[config.mk]
export PLATFORM = sky130hd
export DESIGN_NAME = mem_port_arbiter
export DESIGN_NICKNAME = d
export VERILOG_FILES = /design/src/rtl/rv32i_types.sv /design/src/rtl/arb_req_latch.sv /design/src/rtl/mem_port_arbiter.sv
export SDC_FILE = /design/constraint.sdc
export NUM_CORES = 1
export LEC_CHECK = 0
export BUFFER_PORTS_ARGS = -buffer_cell sky130_fd_sc_hd__buf_2
export CORE_MARGIN = 8
export CORE_UTILIZATION = 30
export CTS_CLUSTER_DIAMETER = 50
export CTS_CLUSTER_SIZE = 14
export DETAILED_ROUTE_END_ITERATION = 16
export GPL_TIMING_DRIVEN = 0
export MAX_ROUTING_LAYER = met4
export SETUP_SLACK_MARGIN = 0.5
export SLEW_MARGIN = 10
export SYNTH_ARGS = -nofsm -noshare
export SYNTH_HDL_FRONTEND = slang
export SYNTH_HIERARCHICAL = 1
export SYNTH_SLANG_ARGS = --single-unit
[constraint.sdc]
create_clock -name clk -period 1.7 [get_ports clk]
set_input_delay 0.17 -clock clk [delete_from_list [all_inputs] [get_ports clk]]
set_output_delay 0.17 -clock clk [all_outputs]
set_load 0.1 [all_outputs]
[src/rtl/rv32i_types.sv]
// Shared types for the memory port arbiter.
//   arb_state_t : arbiter FSM states
//   arb_port_t  : which port (A = fetch, B = data) holds or last held the grant
//   pick_port   : fairness rule used when the arbiter samples requests in IDLE
package rv32i_types;

    typedef enum logic [2:0] {
        ST_IDLE   = 3'd0,
        ST_BUSY_A = 3'd1,
        ST_BUSY_B = 3'd2,
        ST_RESP_A = 3'd3,
        ST_RESP_B = 3'd4
    } arb_state_t;

    typedef enum logic {
        PORT_A = 1'b0,
        PORT_B = 1'b1
    } arb_port_t;

    // A single requester always wins; on a tie the port not granted last wins.
    function automatic arb_port_t pick_port(input logic req_a, input logic req_b,
                                            input arb_port_t last_grant);
        arb_port_t win_s;
        if (req_a && req_b) begin
            win_s = (last_grant == PORT_A) ? PORT_B : PORT_A;
        end else if (req_b) begin
            win_s = PORT_B;
        end else begin
            win_s = PORT_A;
        end
        return win_s;
    endfunction

endpackage

[src/rtl/arb_req_latch.sv]
// Request/response capture shared by both arbiter ports.
// On grant it freezes the winning port's op, address, write data and mask so the
// backing memory sees stable fields even if the core changes its inputs. Port A
// is read-only, so its write data and mask are captured as zero. Read data is
// captured per port when the backing memory completes a read.
// Ports:
//   clk, rst                 clock and synchronous active-high reset
//   grant, grant_port        capture strobe and the winning port
//   address_a                port A address
//   write, address_b, wdata, wmask   port B request fields
//   load_rdata_a/_b, mem_rdata       read data capture strobes and data
//   op_write, lat_*          latched request fields driven to the backing port
//   rdata_a, rdata_b         per-port held read data
module arb_req_latch
    import rv32i_types::*;
#(
    parameter int ADDR_W = 32,
    parameter int DATA_W = 32
) (
    input  logic                clk,
    input  logic                rst,
    input  logic                grant,
    input  arb_port_t           grant_port,
    input  logic [ADDR_W-1:0]   address_a,
    input  logic                write,
    input  logic [ADDR_W-1:0]   address_b,
    input  logic [DATA_W-1:0]   wdata,
    input  logic [DATA_W/8-1:0] wmask,
    input  logic                load_rdata_a,
    input  logic                load_rdata_b,
    input  logic [DATA_W-1:0]   mem_rdata,
    output logic                op_write,
    output logic [ADDR_W-1:0]   lat_address,
    output logic [DATA_W-1:0]   lat_wdata,
    output logic [DATA_W/8-1:0] lat_wmask,
    output logic [DATA_W-1:0]   rdata_a,
    output logic [DATA_W-1:0]   rdata_b
);

    logic                op_write_r;
    logic [ADDR_W-1:0]   address_r;
    logic [DATA_W-1:0]   wdata_r;
    logic [DATA_W/8-1:0] wmask_r;
    logic [DATA_W-1:0]   rdata_a_r;
    logic [DATA_W-1:0]   rdata_b_r;

    // Capture request fields on grant and read data on backing completion.
    always_ff @(posedge clk) begin
        if (rst) begin
            op_write_r <= 1'b0;
            address_r  <= {ADDR_W{1'b0}};
            wdata_r    <= {DATA_W{1'b0}};
            wmask_r    <= {(DATA_W/8){1'b0}};
            rdata_a_r  <= {DATA_W{1'b0}};
            rdata_b_r  <= {DATA_W{1'b0}};
        end else begin
            if (grant) begin
                if (grant_port == PORT_B) begin
                    // write wins when read_b and write are both high
                    op_write_r <= write;
                    address_r  <= address_b;
                    wdata_r    <= wdata;
                    wmask_r    <= wmask;
                end else begin
                    op_write_r <= 1'b0;
                    address_r  <= address_a;
                    wdata_r    <= {DATA_W{1'b0}};
                    wmask_r    <= {(DATA_W/8){1'b0}};
                end
            end
            if (load_rdata_a) begin
                rdata_a_r <= mem_rdata;
            end
            if (load_rdata_b) begin
                rdata_b_r <= mem_rdata;
            end
        end
    end

    assign op_write    = op_write_r;
    assign lat_address = address_r;
    assign lat_wdata   = wdata_r;
    assign lat_wmask   = wmask_r;
    assign rdata_a     = rdata_a_r;
    assign rdata_b     = rdata_b_r;

endmodule

[src/rtl/mem_port_arbiter.sv]
// Two-port memory responder: serializes the read-only fetch port (A) and the
// read/write data port (B) onto one backing-memory port, returning a one-cycle
// resp pulse to the served port. Every output comes from a register.
// Ports:
//   clk, rst                           clock, synchronous active-high reset
//   read_a, address_a, resp_a, rdata_a port A (fetch)
//   read_b, write, address_b, wdata, wmask, resp_b, rdata_b   port B (data)
//   mem_read, mem_write, mem_address, mem_wdata, mem_wmask,
//   mem_rdata, mem_resp                backing memory port
module mem_port_arbiter
    import rv32i_types::*;
#(
    parameter int ADDR_W = 32,
    parameter int DATA_W = 32
) (
    input  logic                clk,
    input  logic                rst,
    input  logic                read_a,
    input  logic [ADDR_W-1:0]   address_a,
    output logic                resp_a,
    output logic [DATA_W-1:0]   rdata_a,
    input  logic                read_b,
    input  logic                write,
    input  logic [ADDR_W-1:0]   address_b,
    input  logic [DATA_W-1:0]   wdata,
    input  logic [DATA_W/8-1:0] wmask,
    output logic                resp_b,
    output logic [DATA_W-1:0]   rdata_b,
    output logic                mem_read,
    output logic                mem_write,
    output logic [ADDR_W-1:0]   mem_address,
    output logic [DATA_W-1:0]   mem_wdata,
    output logic [DATA_W/8-1:0] mem_wmask,
    input  logic [DATA_W-1:0]   mem_rdata,
    input  logic                mem_resp
);

    arb_state_t state_r;
    arb_port_t  last_grant_r;
    logic       mem_read_r;
    logic       mem_write_r;
    logic       resp_a_r;
    logic       resp_b_r;

    logic       req_b_s;
    logic       grant_s;
    arb_port_t  grant_port_s;
    logic       op_write_s;
    logic       load_rdata_a_s;
    logic       load_rdata_b_s;

    // Grant decision (IDLE only) and read data capture enables.
    always_comb begin
        req_b_s        = read_b | write;
        grant_port_s   = pick_port(read_a, req_b_s, last_grant_r);
        if (state_r == ST_IDLE) begin
            grant_s = read_a | req_b_s;
        end else begin
            grant_s = 1'b0;
        end
        load_rdata_a_s = (state_r == ST_BUSY_A) && mem_resp;
        load_rdata_b_s = (state_r == ST_BUSY_B) && mem_resp && !op_write_s;
    end

    // Arbiter FSM with registered strobes and response pulses.
    always_ff @(posedge clk) begin
        if (rst) begin
            state_r      <= ST_IDLE;
            last_grant_r <= PORT_A;
            mem_read_r   <= 1'b0;
            mem_write_r  <= 1'b0;
            resp_a_r     <= 1'b0;
            resp_b_r     <= 1'b0;
        end else begin
            case (state_r)
                ST_IDLE: begin
                    if (grant_s) begin
                        last_grant_r <= grant_port_s;
                        if (grant_port_s == PORT_B) begin
                            state_r     <= ST_BUSY_B;
                            mem_read_r  <= ~write;
                            mem_write_r <= write;
                        end else begin
                            state_r     <= ST_BUSY_A;
                            mem_read_r  <= 1'b1;
                            mem_write_r <= 1'b0;
                        end
                    end
                end
                ST_BUSY_A: begin
                    if (mem_resp) begin
                        state_r    <= ST_RESP_A;
                        mem_read_r <= 1'b0;
                        resp_a_r   <= 1'b1;
                    end
                end
                ST_BUSY_B: begin
                    if (mem_resp) begin
                        state_r     <= ST_RESP_B;
                        mem_read_r  <= 1'b0;
                        mem_write_r <= 1'b0;
                        resp_b_r    <= 1'b1;
                    end
                end
                // The response cycle always returns to IDLE so the core can
                // present its next address before requests are sampled again.
                ST_RESP_A: begin
                    state_r  <= ST_IDLE;
                    resp_a_r <= 1'b0;
                end
                ST_RESP_B: begin
                    state_r  <= ST_IDLE;
                    resp_b_r <= 1'b0;
                end
                default: begin
                    state_r     <= ST_IDLE;
                    mem_read_r  <= 1'b0;
                    mem_write_r <= 1'b0;
                    resp_a_r    <= 1'b0;
                    resp_b_r    <= 1'b0;
                end
            endcase
        end
    end

    arb_req_latch #(
        .ADDR_W (ADDR_W),
        .DATA_W (DATA_W)
    ) u_req_latch (
        .clk          (clk),
        .rst          (rst),
        .grant        (grant_s),
        .grant_port   (grant_port_s),
        .address_a    (address_a),
        .write        (write),
        .address_b    (address_b),
        .wdata        (wdata),
        .wmask        (wmask),
        .load_rdata_a (load_rdata_a_s),
        .load_rdata_b (load_rdata_b_s),
        .mem_rdata    (mem_rdata),
        .op_write     (op_write_s),
        .lat_address  (mem_address),
        .lat_wdata    (mem_wdata),
        .lat_wmask    (mem_wmask),
        .rdata_a      (rdata_a),
        .rdata_b      (rdata_b)
    );

    assign mem_read  = mem_read_r;
    assign mem_write = mem_write_r;
    assign resp_a    = resp_a_r;
    assign resp_b    = resp_b_r;

endmodule

=== Yosys cells after proc, flatten, opt, wreduce, memory -nomap -nowiden ===
Cells that the tools add are included.

* Eq/ne operators: 8
* Mux-type cells: 22
* Bitwise gates (word level): 7
* Reduce and logical (&&, ||, !) cells: 17

{| class="wikitable"
|+ Operators by type and width
! operator !! number
|-
| $mux 32 || 2
|-
| $mux 1 || 10
|-
| $mux 3 || 3
|-
| $pmux 3 s3 || 1
|-
| $reduce_and 3->1 || 3
|-
| $reduce_or 3->1 || 3
|-
| $eq 3x2->1 const B || 2
|-
| $ne 2x2->1 const B || 3
|-
| $pmux 1 s3 || 2
|-
| $reduce_and 2->1 || 3
|-
| $not 1->1 || 5
|-
| $logic_and 1x1->1 || 4
|-
| $mux 4 || 1
|-
| $pmux 1 s2 || 2
|-
| $reduce_or 2->1 || 2
|-
| $eq 3x1->1 const B || 1
|-
| $eq 3x3->1 const B || 1
|-
| $logic_not 3->1 || 1
|-
| $mux 2 || 1
|-
| $ne 2x1->1 const B || 1
|-
| $or 1x1->1 || 2
|-
| $logic_not 1->1 || 1
|}

* Output and inout bits: 136
* Bits in registers: 141

=== Longest topological paths before layout ===
* Depth after elaboration: 6
* Mapped depth: 8

=== Modules after synthesis ===
The synthesis kept the hierarchy.

{| class="wikitable"
|+ By module, submodules not included
! module !! instances !! area each (um^2) !! cells each
|-
| arb_req_latch || 1 || 5168.7 || 514
|-
| mem_port_arbiter || 1 || 460.4 || 60
|}

=== Worst setup path before layout ===
OpenSTA, ideal clock, no wires.

* Kind: register to register
* Start: register state_r[1]
* End: register u_req_latch.address_r[0] (netlist: u_req_latch/lat_address[0])
* Library setup time: 86 ps
* Data arrival time: 1559 ps
* Data required time: 1614 ps
* Path buffers: 3
* Setup slack: 55 ps
* Stages on the path, launching flop included: 8
* Path through: dfxtp_1 -> buf_6 -> or3_4 -> nor2_1 -> buf_6 -> buf_2 -> nor2_1 -> a211oi_1

* Cells in the longest elaborated chain, start to end: 2

{| class="wikitable"
|+ Ends and longest elaborated chain
! item !! RTL line !! source
|-
| start: declaration || mem_port_arbiter.sv:38 || <nowiki>arb_state_t state_r;</nowiki>
|-
| start signal: assignment || mem_port_arbiter.sv:68 || <nowiki>state_r <= ST_IDLE;</nowiki>
|-
| start signal: assignment || mem_port_arbiter.sv:80 || <nowiki>state_r <= ST_BUSY_B;</nowiki>
|-
| start signal: assignment || mem_port_arbiter.sv:84 || <nowiki>state_r <= ST_BUSY_A;</nowiki>
|-
| $logic_not 3->1 || mem_port_arbiter.sv:56 || <nowiki>if (state_r == ST_IDLE) begin</nowiki>
|-
| $mux 1 || mem_port_arbiter.sv:56 ||
|-
| named net grant_s || mem_port_arbiter.sv:46 || <nowiki>logic grant_s;</nowiki>
|-
| end signal: assignment || arb_req_latch.sv:51 || <nowiki>address_r <= {ADDR_W{1'b0}};</nowiki>
|-
| end signal: assignment || arb_req_latch.sv:61 || <nowiki>address_r <= address_b;</nowiki>
|-
| end signal: assignment || arb_req_latch.sv:66 || <nowiki>address_r <= address_a;</nowiki>
|-
| end: declaration || arb_req_latch.sv:41 || <nowiki>logic [ADDR_W-1:0] address_r;</nowiki>
|}

The timed path passes the listed nets, and every way through them passes these cells.
A chain may end at the register's enable or synchronous reset.

=== Final worst setup path ===
* Start: register state_r[1]
* End: register u_req_latch.address_r[7] (netlist: u_req_latch/lat_address[7])

The elaborated chain is that of the path after synthesis.

==> results.yml <==
placement:
  globalplace.congestion: 0.7942
  place.detailed.hpwl_um: 13940
  place_inst: 1080
  placement.io_buffers: 272
sta:
  worst_pin_slew_ns: 0.7316
  worst_slew_margin_rel_pct: 51.23
  finalCriticalPeriod_ns: 1.694
  fin_worst_skew_ns: 0.008627
  final-setup-viol-count: 0
  timing.final.max_slew_violations: 0
  achievable-frequency_mhz: 590.4
  final_worst_path_cycle_share_pct: 99.63
  hold_viol: 0
  grt_setup_unrepaired: "yes"
clock_network:
  cts_sinks: 141
  clock-root-buffer: "clkbuf_16"
  clk_pin_slew_worst_paths_ns: 0.06
  h-tree-depth: 4
  worstSkewPairLatency_ns: 0.42
  cts_inserted_buffers: 17
  clock_path_buffers: 2
  cts_tree: "yes"
die:
  die_width_um: 153.0
  dieArea_sq_um: 23400
  core.rowCount: 50
  design.core.area_sq_um: 18580
  io_pins: 274
  die_h_um: 153.0
  start_util_pct: 30.30
synthesis:
  netlist-cell-type-count: 28
  postSynthAreaPerCell_sq_um: 9.807
  synth-seq-cells: 141
  syn_nets: 712
  number_of_instances_in_the_synthesized_netlist: 574
  synthesis.area_sq_um: 5629
  ys_seq_area_share_pct: 50.14
  yosys_warnings: 6
grt:
  initial_antenna_violation_count: 1
  first_pass_grt_wire_length_um: 29410
  number_of_global_route_vias_before_repair: 5395
  gr-total-overflow: 0
  globalRouteTotalUtil_pct: 16.36
  grt_start_max_net_pins: 17
worst_setup_path:
  crit_path_start_kind: "flip-flop"
  worstPathCellList: "buf_6 > or3_4 > nor2_4 > buf_6 > buf_12 > buf_12 > clkbuf_16 > a211oi_2"
  beginning_of_the_critical_path: "state_r[1]$_SDFFE_PP0P_"
  worst-endpoint-arrival_ns: 1.97
  crit_type: "reg2reg"
  worst-r2r-setup-slack_ns: 0.006
  worst-endpoint-required_ns: 1.97
  worst-path-max-fanout: 7
  worstReg2RegStart: "state_r[1]$_SDFFE_PP0P_"
  worst_stage_delay_on_the_critical_path_ns: 0.38
  crit_path_end_kind: "flip-flop"
  cp_slowest_cell: "or3_4"
cells_and_area:
  num-fill-cells: 1428
  final_common_cell: "buf_2"
  layout_cell_share_with_drive_strength_beyond_1_pct: 63.71
  layout.cells.non_filler: 1183
  num-nets-final: 1074
  layout.core_utilization_pct: 61.75
  areaGrowthSynthToFinish_pct: 103.8
  sequential_cell_area_sq_um: 2910
  multiInputGateArea_sq_um: 3167
  layout.cells.most_common_list: "buf_2, buf_12, mux2i_1, nor2_1, dfxtp_1"
pwr:
  total_power_mw: 16.84
  pwr_density_cell_nw_per_um2: 1468
  cellLeakagePower_nw: 4.833
  worst_vdd_drop_v: 0.0008550
drt:
  number_of_vias_per_cell_after_detailed_routing: 4.731
  drt_first_pass_iters: 4
  vias: 5597
  antenna_left: 0
  drt-initial-drc-count: 139
  drc: 0
  routed_wire_length_per_instance_um: 18.61
  drt-total-wl_um: 22020
flow_run:
  drv_cap: 0
min_path:
  worst_min_delay_path_category: "in2reg"
  hold_start: "wdata[28]"
status:
  status: "finished clean"
[cell type report]
cell class	instances	share of cell area (%)
Antenna cell	1	0.02181
Tap cell	234	2.552
Sequential cell	141	25.37
Inverter	5	0.1636
Timing Repair Buffer	343	33.64
Buffer	50	5.267
Clock inverter	13	1.647
Multi-Input combinational cell	378	27.60
Clock buffer	18	3.740
[timing repair]
item	in CTS	in global routing
cloned	6	12
hold endpoints to repair	16	12
gates resized for setup	49	737
buffers inserted	21	10
setup endpoints to repair	272	276
hold buffers	10	12
pin swaps	2	56
[layer usage]
metal	GRT usage (%)	vias up	wire, um
li1	-	2704	-
met3	6.090	27	1644
met2	26.49	237	11360
met5	-	-	0
met1	18.58	2629	8721
met4	5.042	0	290
[cell families after synthesis]
group | synth area share (%)
mux | 17.07
simple gates | 15.91
xor+xnor | 0.1556
flops | 50.14
buf+inv | 6.335
compound gates | 10.38
[registers in the layout, summed over array words and instances, names as in the netlist, 3 cells and up]
signal and count:
u_req_latch/lat_wdata 32, state_r 3, u_req_latch/rdata_b 32, u_req_latch/rdata_a 32, u_req_latch/lat_wmask 4, u_req_latch/lat_address 32
[metrics by stage]
stage	TNS [ns]	setup slack (ns)	cell area (sq um)	hold WS (ns)
2_1_floorplan	0	0.2144	5728	0.3172
3_3_place_gp	-0.2875	-0.04471	7382	0.4242
3_5_place_dp	-0.4610	-0.04068	7382	0.4284
4_1_cts	0	0.05651	8628	0.0002592
5_1_grt	-1.571	-0.07716	11470	-0.0005695
6_report	0	0.006234	11470	0.01007
[critical path, delay by kind of cell (launching register included)]
kind	cells	cell delay [ns]
AOI/OAI and AO/OA	1	0.05
buffers and inverters	5	0.69
DFF	1	0.31
and+or+nand+nor	2	0.49
[report_power, final]
part | total, mW | leakage [nW] | internal (mW) | switching [mW]
Sequential | 4.28 | 1.18 | 3.81 | 0.475
Clock | 3.95 | 0.297 | 2.46 | 1.49
Combinational | 8.61 | 3.35 | 3.59 | 5.02
[worst paths after layout]
kind / cells after the start / end
setup / recovery: 8 / u_req_latch/lat_address[7]$_SDFFE_PP0P_
hold / removal: 3 / u_req_latch/lat_wdata[28]$_SDFFE_PP0P_
hold reg to reg: 2 / u_req_latch/lat_address[29]$_SDFFE_PP0P_
setup reg to reg: 8 / u_req_latch/lat_address[7]$_SDFFE_PP0P_
[synth_stat cells, drive strengths merged]
master   number  share of area, %
o21bai        1              0.13
or3           2              0.40
clkbuf        9              0.62
a31oi         1              0.11
nor3          5              0.44
dfxtp       141                50
nor2        103               6.9
a211oi       36               5.5
xnor2         1              0.16
nand2b       38               4.2
o2bb2ai       1              0.16
o21ai         6              0.53
nand3        39               3.5
a31o          1              0.16
nand3b        1              0.13
mux2i        96                17
buf          41               5.4
nor2b         1              0.11
a21oi        41               3.6
inv           5              0.33
nand2         4              0.27
a21o          1              0.13
(Power assumes the default switching activity.)
